===== src/rtl/instr_encoder_loader_pkg.sv =====
// Field layout, group/state encodings and the record-to-word encoder shared by the
// Frost32 instruction encoder/loader and decoder.
package PkgInstrEncoder;

    localparam int INSTR_W    = 32;
    localparam int FIELD_W    = 4;
    localparam int IMM16_W    = 16;
    localparam int IMM12_W    = 12;
    localparam int GRP_LSB    = 28;
    localparam int RA_LSB     = 24;
    localparam int RB_LSB     = 20;
    localparam int RC_LSB     = 16;
    localparam int OP_LSB     = 12;
    localparam int OP_IMM_LSB = 16;
    localparam int IMM_LSB    = 0;

    typedef enum logic [3:0] {
        GRP_R0  = 4'd0,
        GRP_I1  = 4'd1,
        GRP_I2  = 4'd2,
        GRP_R3  = 4'd3,
        GRP_R4  = 4'd4,
        GRP_S5  = 4'd5,
        GRP_R6  = 4'd6
    } group_e;

    typedef enum logic [1:0] {
        ST_IDLE,
        ST_RUN,
        ST_DRAIN,
        ST_DONE
    } state_e;

    typedef struct packed {
        logic [INSTR_W-1:0] word;
        logic               err_bad_group;
        logic               err_imm_range;
    } enc_result_t;

    function automatic enc_result_t encode(
        input logic [3:0]  grp,
        input logic [3:0]  ra,
        input logic [3:0]  rb,
        input logic [3:0]  rc,
        input logic [3:0]  opcode,
        input logic [15:0] imm
    );
        enc_result_t r;
        r = '0;
        case (grp)
            GRP_R0, GRP_R3, GRP_R4, GRP_R6: begin
                r.word[GRP_LSB +: FIELD_W] = grp;
                r.word[RA_LSB  +: FIELD_W] = ra;
                r.word[RB_LSB  +: FIELD_W] = rb;
                r.word[RC_LSB  +: FIELD_W] = rc;
                r.word[OP_LSB  +: FIELD_W] = opcode;
            end
            GRP_I1, GRP_I2: begin
                r.word[GRP_LSB    +: FIELD_W] = grp;
                r.word[RA_LSB     +: FIELD_W] = ra;
                r.word[RB_LSB     +: FIELD_W] = rb;
                r.word[OP_IMM_LSB +: FIELD_W] = opcode;
                r.word[IMM_LSB    +: IMM16_W] = imm;
            end
            GRP_S5: begin
                r.word[GRP_LSB +: FIELD_W] = grp;
                r.word[RA_LSB  +: FIELD_W] = ra;
                r.word[RB_LSB  +: FIELD_W] = rb;
                r.word[RC_LSB  +: FIELD_W] = rc;
                r.word[OP_LSB  +: FIELD_W] = opcode;
                r.word[IMM_LSB +: IMM12_W] = imm[IMM12_W-1:0];
                // Word is still emitted (truncated) when imm does not fit in 12 signed bits.
                r.err_imm_range = !((&imm[15:11]) || !(|imm[15:11]));
            end
            default: r.err_bad_group = 1'b1;
        endcase
        return r;
    endfunction

endpackage


===== src/rtl/instr_encoder_loader_fifo.sv =====
// Small synchronous FIFO with registered storage; push when full and pop when empty
// are ignored.
module sync_fifo #(
    parameter int WIDTH = 33,
    parameter int DEPTH = 4
) (
    input  logic             clk,
    input  logic             rst_n,
    input  logic             push,
    input  logic [WIDTH-1:0] din,
    input  logic             pop,
    output logic [WIDTH-1:0] dout,
    output logic             full,
    output logic             empty
);

    localparam int PTR_W = $clog2(DEPTH);
    localparam logic [PTR_W:0] FULL_CNT = (PTR_W + 1)'(DEPTH);

    logic [WIDTH-1:0] mem_q [DEPTH];
    logic [WIDTH-1:0] mem_d [DEPTH];
    logic [PTR_W-1:0] wr_ptr_q, wr_ptr_d, rd_ptr_q, rd_ptr_d;
    logic [PTR_W:0]   count_q, count_d;
    logic             do_push, do_pop;

    assign full    = (count_q == FULL_CNT);
    assign empty   = (count_q == '0);
    assign do_push = push && !full;
    assign do_pop  = pop && !empty;
    assign dout    = mem_q[rd_ptr_q];

    always_comb begin
        mem_d    = mem_q;
        wr_ptr_d = wr_ptr_q;
        rd_ptr_d = rd_ptr_q;
        count_d  = count_q;
        if (do_push) begin
            mem_d[wr_ptr_q] = din;
            wr_ptr_d        = wr_ptr_q + PTR_W'(1);
        end
        if (do_pop) begin
            rd_ptr_d = rd_ptr_q + PTR_W'(1);
        end
        case ({do_push, do_pop})
            2'b10:   count_d = count_q + (PTR_W + 1)'(1);
            2'b01:   count_d = count_q - (PTR_W + 1)'(1);
            default: count_d = count_q;
        endcase
    end

    always_ff @(posedge clk or negedge rst_n) begin
        if (!rst_n) begin
            for (int i = 0; i < DEPTH; i++) mem_q[i] <= '0;
            wr_ptr_q <= '0;
            rd_ptr_q <= '0;
            count_q  <= '0;
        end else begin
            mem_q    <= mem_d;
            wr_ptr_q <= wr_ptr_d;
            rd_ptr_q <= rd_ptr_d;
            count_q  <= count_d;
        end
    end

endmodule


===== src/rtl/instr_encoder_loader.sv =====
// Streaming program loader: encodes field records into Frost32 words, buffers them and
// writes them to instruction memory at consecutive addresses.
module instr_encoder_loader
    import PkgInstrEncoder::*;
#(
    parameter int FIFO_DEPTH  = 4,
    parameter int ADDR_WIDTH  = 32,
    parameter int ADDR_STRIDE = 4
) (
    input  logic                  clk,
    input  logic                  rst_n,
    input  logic                  start,
    input  logic [ADDR_WIDTH-1:0] base_addr,
    input  logic                  in_valid,
    output logic                  in_ready,
    input  logic [3:0]            in_group,
    input  logic [3:0]            in_ra,
    input  logic [3:0]            in_rb,
    input  logic [3:0]            in_rc,
    input  logic [3:0]            in_opcode,
    input  logic [15:0]           in_imm_val,
    input  logic                  in_last,
    output logic                  mem_req,
    input  logic                  mem_ack,
    output logic [ADDR_WIDTH-1:0] mem_addr,
    output logic [31:0]           mem_data,
    output logic                  busy,
    output logic                  done,
    output logic [15:0]           words_written,
    output logic                  err_bad_group,
    output logic                  err_imm_range
);

    state_e                state_q, state_d;
    logic [ADDR_WIDTH-1:0] addr_q, addr_d;
    logic [15:0]           ww_q, ww_d;
    logic                  err_bad_q, err_bad_d;
    logic                  err_imm_q, err_imm_d;

    logic                  fifo_full, fifo_empty;
    logic [INSTR_W:0]      fifo_dout;
    logic                  push, pop, active;
    enc_result_t           enc;

    assign enc      = encode(in_group, in_ra, in_rb, in_rc, in_opcode, in_imm_val);
    assign active   = (state_q == ST_RUN) || (state_q == ST_DRAIN);
    assign in_ready = (state_q == ST_RUN) && !fifo_full;
    assign push     = in_valid && in_ready;
    assign mem_req  = active && !fifo_empty;
    assign pop      = mem_req && mem_ack;

    sync_fifo #(
        .WIDTH (INSTR_W + 1),
        .DEPTH (FIFO_DEPTH)
    ) u_fifo (
        .clk   (clk),
        .rst_n (rst_n),
        .push  (push),
        .din   ({in_last, enc.word}),
        .pop   (pop),
        .dout  (fifo_dout),
        .full  (fifo_full),
        .empty (fifo_empty)
    );

    always_comb begin
        state_d   = state_q;
        addr_d    = addr_q;
        ww_d      = ww_q;
        err_bad_d = err_bad_q;
        err_imm_d = err_imm_q;
        case (state_q)
            ST_IDLE: if (start) begin
                state_d   = ST_RUN;
                addr_d    = base_addr;
                ww_d      = '0;
                err_bad_d = 1'b0;
                err_imm_d = 1'b0;
            end
            ST_RUN:   if (push && in_last) state_d = ST_DRAIN;
            // The last-tagged entry is the final one in the FIFO; its ack ends the program.
            ST_DRAIN: if (fifo_empty || (pop && fifo_dout[INSTR_W])) state_d = ST_DONE;
            ST_DONE:  state_d = ST_IDLE;
            default:  state_d = ST_IDLE;
        endcase
        if (push) begin
            err_bad_d = err_bad_d | enc.err_bad_group;
            err_imm_d = err_imm_d | enc.err_imm_range;
        end
        if (pop) begin
            addr_d = addr_q + ADDR_WIDTH'(ADDR_STRIDE);
            ww_d   = ww_q + 16'd1;
        end
    end

    always_ff @(posedge clk or negedge rst_n) begin
        if (!rst_n) begin
            state_q   <= ST_IDLE;
            addr_q    <= '0;
            ww_q      <= '0;
            err_bad_q <= 1'b0;
            err_imm_q <= 1'b0;
        end else begin
            state_q   <= state_d;
            addr_q    <= addr_d;
            ww_q      <= ww_d;
            err_bad_q <= err_bad_d;
            err_imm_q <= err_imm_d;
        end
    end

    assign mem_addr      = addr_q;
    assign mem_data      = fifo_dout[INSTR_W-1:0];
    assign busy          = (state_q != ST_IDLE);
    assign done          = (state_q == ST_DONE);
    assign words_written = ww_q;
    assign err_bad_group = err_bad_q;
    assign err_imm_range = err_imm_q;

endmodule


===== config.mk =====
export PLATFORM = sky130hd
export DESIGN_NAME = instr_encoder_loader
export DESIGN_NICKNAME = d
export VERILOG_FILES = /design/src/rtl/instr_encoder_loader_pkg.sv /design/src/rtl/instr_encoder_loader_fifo.sv /design/src/rtl/instr_encoder_loader.sv
export SDC_FILE = /design/constraint.sdc
export NUM_CORES = 1
export LEC_CHECK = 0
export ABC_AREA = 1
export CORE_MARGIN = 4
export CORE_UTILIZATION = 30
export CTS_BUF_LIST = sky130_fd_sc_hd__clkbuf_8 sky130_fd_sc_hd__clkbuf_16
export DETAILED_ROUTE_END_ITERATION = 8
export PLACE_DENSITY_LB_ADDON = 0.1
export SLEW_MARGIN = 30
export SYNTH_ARGS = -nofsm -noshare
export SYNTH_HDL_FRONTEND = slang
export SYNTH_SLANG_ARGS = --single-unit

===== constraint.sdc =====
create_clock -name clk -period 2.7 [get_ports clk]
set_clock_uncertainty 0.2 [all_clocks]
set_input_delay 0.27 -clock clk [delete_from_list [all_inputs] [get_ports clk]]
set_output_delay 0.27 -clock clk [all_outputs]
set_load 0.02 [all_outputs]

; ---- After elaboration in Yosys (flattened, before gate mapping)
; Index checks and enable logic that the tools add are counted.
; Widths: inputs -> output; s select.
[word_totals]
reg_bits = 191
latchBits = 0
ram_bits = 0
rom_bits = 0
inputBits = 74
elab_cells = 98
n_memories = 0
[classes]
addsub = 6
n_mul = 0
div_mod_pow = 0
magnitude_cmp = 3
eq_ne = 15
shift = 0
muxes = 27
bitwise_logic = 4
n_reduce_logical = 31
[ops]
columns = op, n
row1 = $bwmux 132, 1
row2 = $mux 33, 3
row3 = $mux 32, 3
row4 = $bmux 33 s2, 1
row5 = $demux 33 s2, 1
row6 = $mux 16, 3
row7 = $pmux 20 s2, 1
row8 = $add 32x3->32 const B, 1
row9 = $add 16x1->16 const B, 1
row10 = $eq 4x3->1 const B, 3
row11 = $mux 12, 1
row12 = $reduce_or 5->1, 2
row13 = $logic_and 1x1->1, 9
row14 = $eq 4x2->1 const B, 2
row15 = $mux 1, 8
row16 = $pmux 2 s4, 1
row17 = $reduce_bool 2->1, 4
row18 = $reduce_or 7->1, 1
row19 = $eq 2x2->1 const B, 3
row20 = $ge 3x3->1 const B, 2
row21 = $mux 2, 3
row22 = $not 2->3, 2
row23 = $pmux 3 s2, 1
row24 = $reduce_and 5->1, 1
row25 = other kinds (19), 28

; ---- Depth between registers and ports, before layout
[depth]
word_depth = 8
depth_mapped = 11

; ---- Hierarchy
; Synthesis repeated with hierarchy kept, for this count alone.
[unflattened]
hier_cells = 1479
hier_area_um2 = 10697.8
[by_module_without_submodules]
columns = module, instances, cells_each, area_each_um2, seq_area_each_um2
row1 = sync_fifo, 1, 865, 6847.8, 3478.3
row2 = instr_encoder_loader, 1, 614, 3849.9, 1301.2

; ---- Worst setup path after synthesis
; No wires, ideal clock.
[synth_path]
kind = reg-to-reg
startpoint = register state_q[0]
endpoint = register u_fifo.count_q[2]
setup_time_ns = 0.131
t_arrival_ns = 2.119
required_ns = 2.369
path_slack_ns = 0.250
stages_incl_launch_ff = 12
path_buffers = 1
synth_period_minus_slack_ns = 2.450
path_cell_list = dfrtp_1 > inv_1 > ha_1 > nand3_2 > clkinv_1 > buf_2 > ha_1 > inv_1 > fa_1 > a21oi_1 > o21ai_0 > xor2_1
[synth_via]
elab_chain_cells = 7
elab_cells_between_ends = 13
[synth_lines]
columns = element, line
row1 = "start, declared", instr_encoder_loader.sv:34  ; state_e state_q, state_d;
row2 = "start signal, assigned", instr_encoder_loader.sv:104  ; state_q <= state_d;
row3 = $eq 2x1->1 or $eq 2x2->1 (tied branches), instr_encoder_loader.sv:46  ; assign active = (state_q == ST_RUN) || (state_q == ST_DRAIN);
row4 = $logic_or 1x1->1 (*), instr_encoder_loader.sv:46
row5 = $logic_and 1x1->1 (*), instr_encoder_loader.sv:49  ; assign mem_req = active && !fifo_empty;
row6 = $logic_and 1x1->1 (*), instr_encoder_loader.sv:50  ; assign pop = mem_req && mem_ack;
row7 = $logic_and 1x1->1 (*), instr_encoder_loader_fifo.sv:29  ; assign do_pop = pop && !empty;
row8 = named net u_fifo.do_pop, instr_encoder_loader_fifo.sv:24  ; logic do_push, do_pop;
row9 = $eq 2x1->1 or $eq 2x2->1 (tied branches), instr_encoder_loader_fifo.sv:44  ; case ({do_push, do_pop})
row10 = $pmux 3 s2 or $reduce_bool 2->1 (tied branches), --
row11 = "end signal, assigned", instr_encoder_loader_fifo.sv:61  ; count_q <= count_d;
row12 = "end, declared", instr_encoder_loader_fifo.sv:23  ; logic [PTR_W:0] count_q, count_d;
; The timed path passes the listed nets; every way through them passes the cells marked *.
; A chain may end at the register's enable or synchronous reset.

; ---- Final worst setup path
[layout_path]
startpoint = register u_fifo.rd_ptr_q[0]
endpoint = output port mem_data[18]
[layout_via]
elab_chain_cells = 4
[layout_lines]
columns = element, line
row1 = "start, declared", instr_encoder_loader_fifo.sv:22  ; logic [PTR_W-1:0] wr_ptr_q, wr_ptr_d, rd_ptr_q, rd_ptr_d;
row2 = "start signal, assigned", instr_encoder_loader_fifo.sv:60  ; rd_ptr_q <= rd_ptr_d;
row3 = $not 2->3 (implied by the code), instr_encoder_loader_fifo.sv:30  ; assign dout = mem_q[rd_ptr_q];
row4 = $bmux 33 s2, instr_encoder_loader_fifo.sv:30
row5 = $mux 33 (implied by the code) (2 in a row), instr_encoder_loader_fifo.sv:30
row6 = "end, declared", instr_encoder_loader.sv:26  ; output logic [31:0] mem_data,
; No other way between the ends. The select of a mux whose other input is x is not followed.

==> flow_metrics.py <==
metrics = {
    "synthesis": {
        "synth_top_cell_area_share_pct": 49.51,
        "mappedNetlistArea_mm2": 0.009654,
        "ys_ff_latch": 191,
        "synth_largest_area_cell": "sky130_fd_sc_hd__dfrtp_1",
        "ys_seq_area_share_pct": 49.51,
        "synth_edf_count": 0,
        "yosys_warnings": 0,
        "synth.area.top_cells": "sky130_fd_sc_hd__dfrtp_1 50%, sky130_fd_sc_hd__nand2_1 16%, sky130_fd_sc_hd__o21ai_0 7.9%",
        "post_synth_num_cell_types": 39,
        "synth-main-ff-cell": "sky130_fd_sc_hd__dfrtp_1",
        "asyncSetResetFlopFracSynth_pct": 100.0,
        "synth_nets": 1353,
        "postSynthCellCount": 1266,
        "syn_avg_cell_area_um2": 7.626,
    },
    "global_routing": {
        "grt_antenna_before_repair": 1,
        "global_route.usage.total_pct": 16.92,
        "first_global_vias": 8693,
        "grt_pass1_wl_mm": 48.30,
        "pin_count_of_the_biggest_net_entering_global_routing": 74,
        "globalRouteOverflowTotal": 0,
    },
    "placed_design": {
        "detailedPlace.worstSlack_ps": 293.2,
        "place_area_mm2": 0.01182,
        "io_port_bufs": 159,
        "place_congestion": 0.8038,
        "placed_cells": 1803,
        "dpl.hpwl_mm": 20.34,
    },
    "worst_hold_path": {
        "hold_path_class": "input pin to flop",
        "min_path_cells": 3,
        "hold_path_end": "mem_addr[14]",
        "hold_path_startpoint": "base_addr[14]",
    },
    "sta": {
        "period_needed_ps": 2603,
        "finalWorstSetupSlack_ps": 96.72,
        "worst_hold_slack_ps": 193.1,
        "period_share_pct": 96.42,
        "final_hold_viol_count": 0,
        "setup-tns-final_ps": 0,
        "timing.max_slew.rel_slack_pct": 57.41,
        "report.final.slew_viol_count": 0,
        "rsz0062_at_grt": "true",
        "setup_viol": 0,
        "fmax_mhz": 384.1,
        "tightestPinTransition_ps": 638.8,
    },
    "final_layout": {
        "nNetsFinal": 1508,
        "post_route_cells_drive_above_1_share_pct": 6.416,
        "postLayoutCoreUtil_pct": 39.55,
        "finalNonFillerCells": 1836,
        "antenna_cells": 0,
        "final_area_mm2": 0.01251,
        "area_growth_syn_to_layout_pct": 29.59,
    },
    "worst_setup_path": {
        "path_max_fanout": 26,
        "setup.reg_to_reg.worst_slack_ps": 270,
        "worst_r2r_startpoint": "state_q[1]",
        "ff2ff_path_depth": 10,
        "crit_arrival_ps": 2130,
        "timing.critical_path.from_type": "flop",
        "worst_path_largest_cell_delay_ps": 640,
        "worst_r2r_endpoint": "u_fifo.count_q[2]",
        "timing.critical_path.cells": "buf_4 > o21ai_0 > o22ai_1 > clkdlybuf4s50_1",
        "critPathKind": "flop to primary output",
        "critPathCaptureType": "primary output",
        "timing.critical_path.required_ps": 2230,
        "worst_path_max_delay_cell": "sky130_fd_sc_hd__clkdlybuf4s50_1",
    },
    "job": {
        "max_cap_violations": 0,
    },
    "detailed_routing": {
        "via_per_inst": 4.775,
        "drc": 0,
        "routedWlPerCell_um": 16.11,
        "route.antenna.remaining_nets": 0,
        "route.vias.total": 8766,
        "detailedRoute.firstIterationViolations": 521,
        "dr.pass1.iters": 5,
        "total_wire_length_after_detailed_routing_mm": 29.58,
    },
    "die": {
        "core_area_mm2": 0.03164,
        "die_w_um": 187.4,
        "die-height_um": 187.4,
        "pin_count": 160,
        "placement_rows": 65,
        "fp.dieArea_mm2": 0.03512,
        "initial_core_util_pct": 30.52,
    },
    "clocking": {
        "clock_tree.htree_level_count": 4,
        "clock_tree_from_tritoncts": "built",
        "max-clock-path-buffers": 2,
        "clk_latency_ps": 440,
        "post-cts-setup-buffer-count": 0,
        "tritoncts.num_buffers": 17,
        "clock_sinks": 191,
        "clk_slew_on_worst_s_h_paths_ps": 90,
        "ctsRootBufferMaster": "sky130_fd_sc_hd__clkbuf_16",
    },
    "power": {
        "cellLeakagePower_nw": 5.882,
        "cellPowerDensity_mw_per_mm2": 1112,
        "total_power_mw": 13.92,
        "worst_ir_drop_vdd_mv": 0.4592,
    },
    "status": {
        "run_status": "finished, final reports clean",
    },
}
cell usage after synthesis (4+ instances only):
master                     instances
sky130_fd_sc_hd__nand4_1          10
sky130_fd_sc_hd__xor2_1            6
sky130_fd_sc_hd__o22ai_1          36
sky130_fd_sc_hd__o21ai_1          40
sky130_fd_sc_hd__nand3_2           4
sky130_fd_sc_hd__o21ai_0         153
sky130_fd_sc_hd__o211ai_1         10
sky130_fd_sc_hd__nand2_1         422
sky130_fd_sc_hd__ha_1             12
sky130_fd_sc_hd__nor2_1          119
sky130_fd_sc_hd__clkbuf_1         41
sky130_fd_sc_hd__dfrtp_1         191
sky130_fd_sc_hd__a21oi_1          10
sky130_fd_sc_hd__nand3_1          64
sky130_fd_sc_hd__nand2_2           9
sky130_fd_sc_hd__inv_1            93
sky130_fd_sc_hd__buf_2            12
sky130_fd_sc_hd__o21bai_1          5
report_power, final:
group,switching [mW],leakage (nW),total (mW),internal (mW)
Sequential,0.775,2.54,4.64,3.87
Clock,1.40,0.315,2.78,1.38
Combinational,3.89,3.02,6.49,2.61
Total,6.06,5.88,13.9,7.86
per-layer routing:
layer	vias to the layer above	part of all wire (%)	global-route usage, %
li1	4408	-	-
met1	4149	50	24.53
met2	183	45	26.78
met3	24	3.9	2.744
met4	2	1.0	3.698
met5	-	0.044	0
what timing repair did:
action	in CTS	in global routing
endpoints found under the hold margin	68	0
setup endpoints to repair	12	11
hold buffers	1	0
gates resized for setup	12	13
cell usage in the layout, fill, tap and decap left out, drive strengths merged, types with 2 or more instances in the layout:
| cell type | n |
|---|---|
| nand2 | 431 |
| o21ai | 193 |
| dfrtp | 191 |
| clkdlybuf4s50 | 134 |
| nor2 | 122 |
| inv | 100 |
| nand3 | 69 |
| o22ai | 36 |
| buf | 34 |
| clkbuf | 18 |
| ha | 12 |
| dlygate4sd2 | 12 |
| dlymetal6s2s | 12 |
| a21oi | 11 |
| nand4 | 10 |
| o211ai | 10 |
| clkinv | 9 |
| xor2 | 6 |
| o21bai | 5 |
| nor3 | 3 |
| or2 | 3 |
| o31ai | 2 |
| xnor2 | 2 |
critical path: cells and delay by family, from the launching register on:
kind,cells,cell delay (ps)
AO/OA/AOI/OAI,2,340
buffers and inverters,2,940
flip-flops,1,420
state kept, by name, summed over array words and instances, names as in the netlist:
signal / count
u_fifo.mem_q: 132
mem_addr: 32
words_written: 16
u_fifo.count_q: 3
state_q: 2
u_fifo.rd_ptr_q: 2
u_fifo.wr_ptr_q: 2
err_bad_group: 1
err_imm_range: 1
final cells by class:
type / count / area (um^2)
clock buffer: 17 / 425.4
tap: 402 / 503.0
clock inverter: 15 / 232.7
multi-input combinational: 922 / 4258
fill: 3264 / 19130
inverter: 95 / 356.6
sequential: 191 / 4781
timing repair buffer: 194 / 1954
worst max path at each step:
| stage | from | end | cells past startpoint |
|---|---|---|---|
| finish | u_fifo.rd_ptr_q[0] | mem_data[18] | 4 |
| global route | u_fifo.rd_ptr_q[0] | mem_data[18] | 4 |
| CTS | u_fifo.rd_ptr_q[0] | mem_data[17] | 5 |
| detailed placement | state_q[1] | u_fifo.count_q[2] | 10 |
| global placement | state_q[0] | u_fifo.count_q[2] | 10 |
| floorplan | state_q[0] | u_fifo.count_q[2] | 11 |
logic make-up after synthesis:
group	share of synthesized area (%)
AND/OR/NAND/NOR	26.98
flip-flops	49.51
XOR/XNOR	0.7258
adder cells (fa/ha/maj)	1.763
buffers and inverters	6.389
AO/OA/AOI/OAI	14.63
Note: power is estimated with default switching activity, not from simulation.
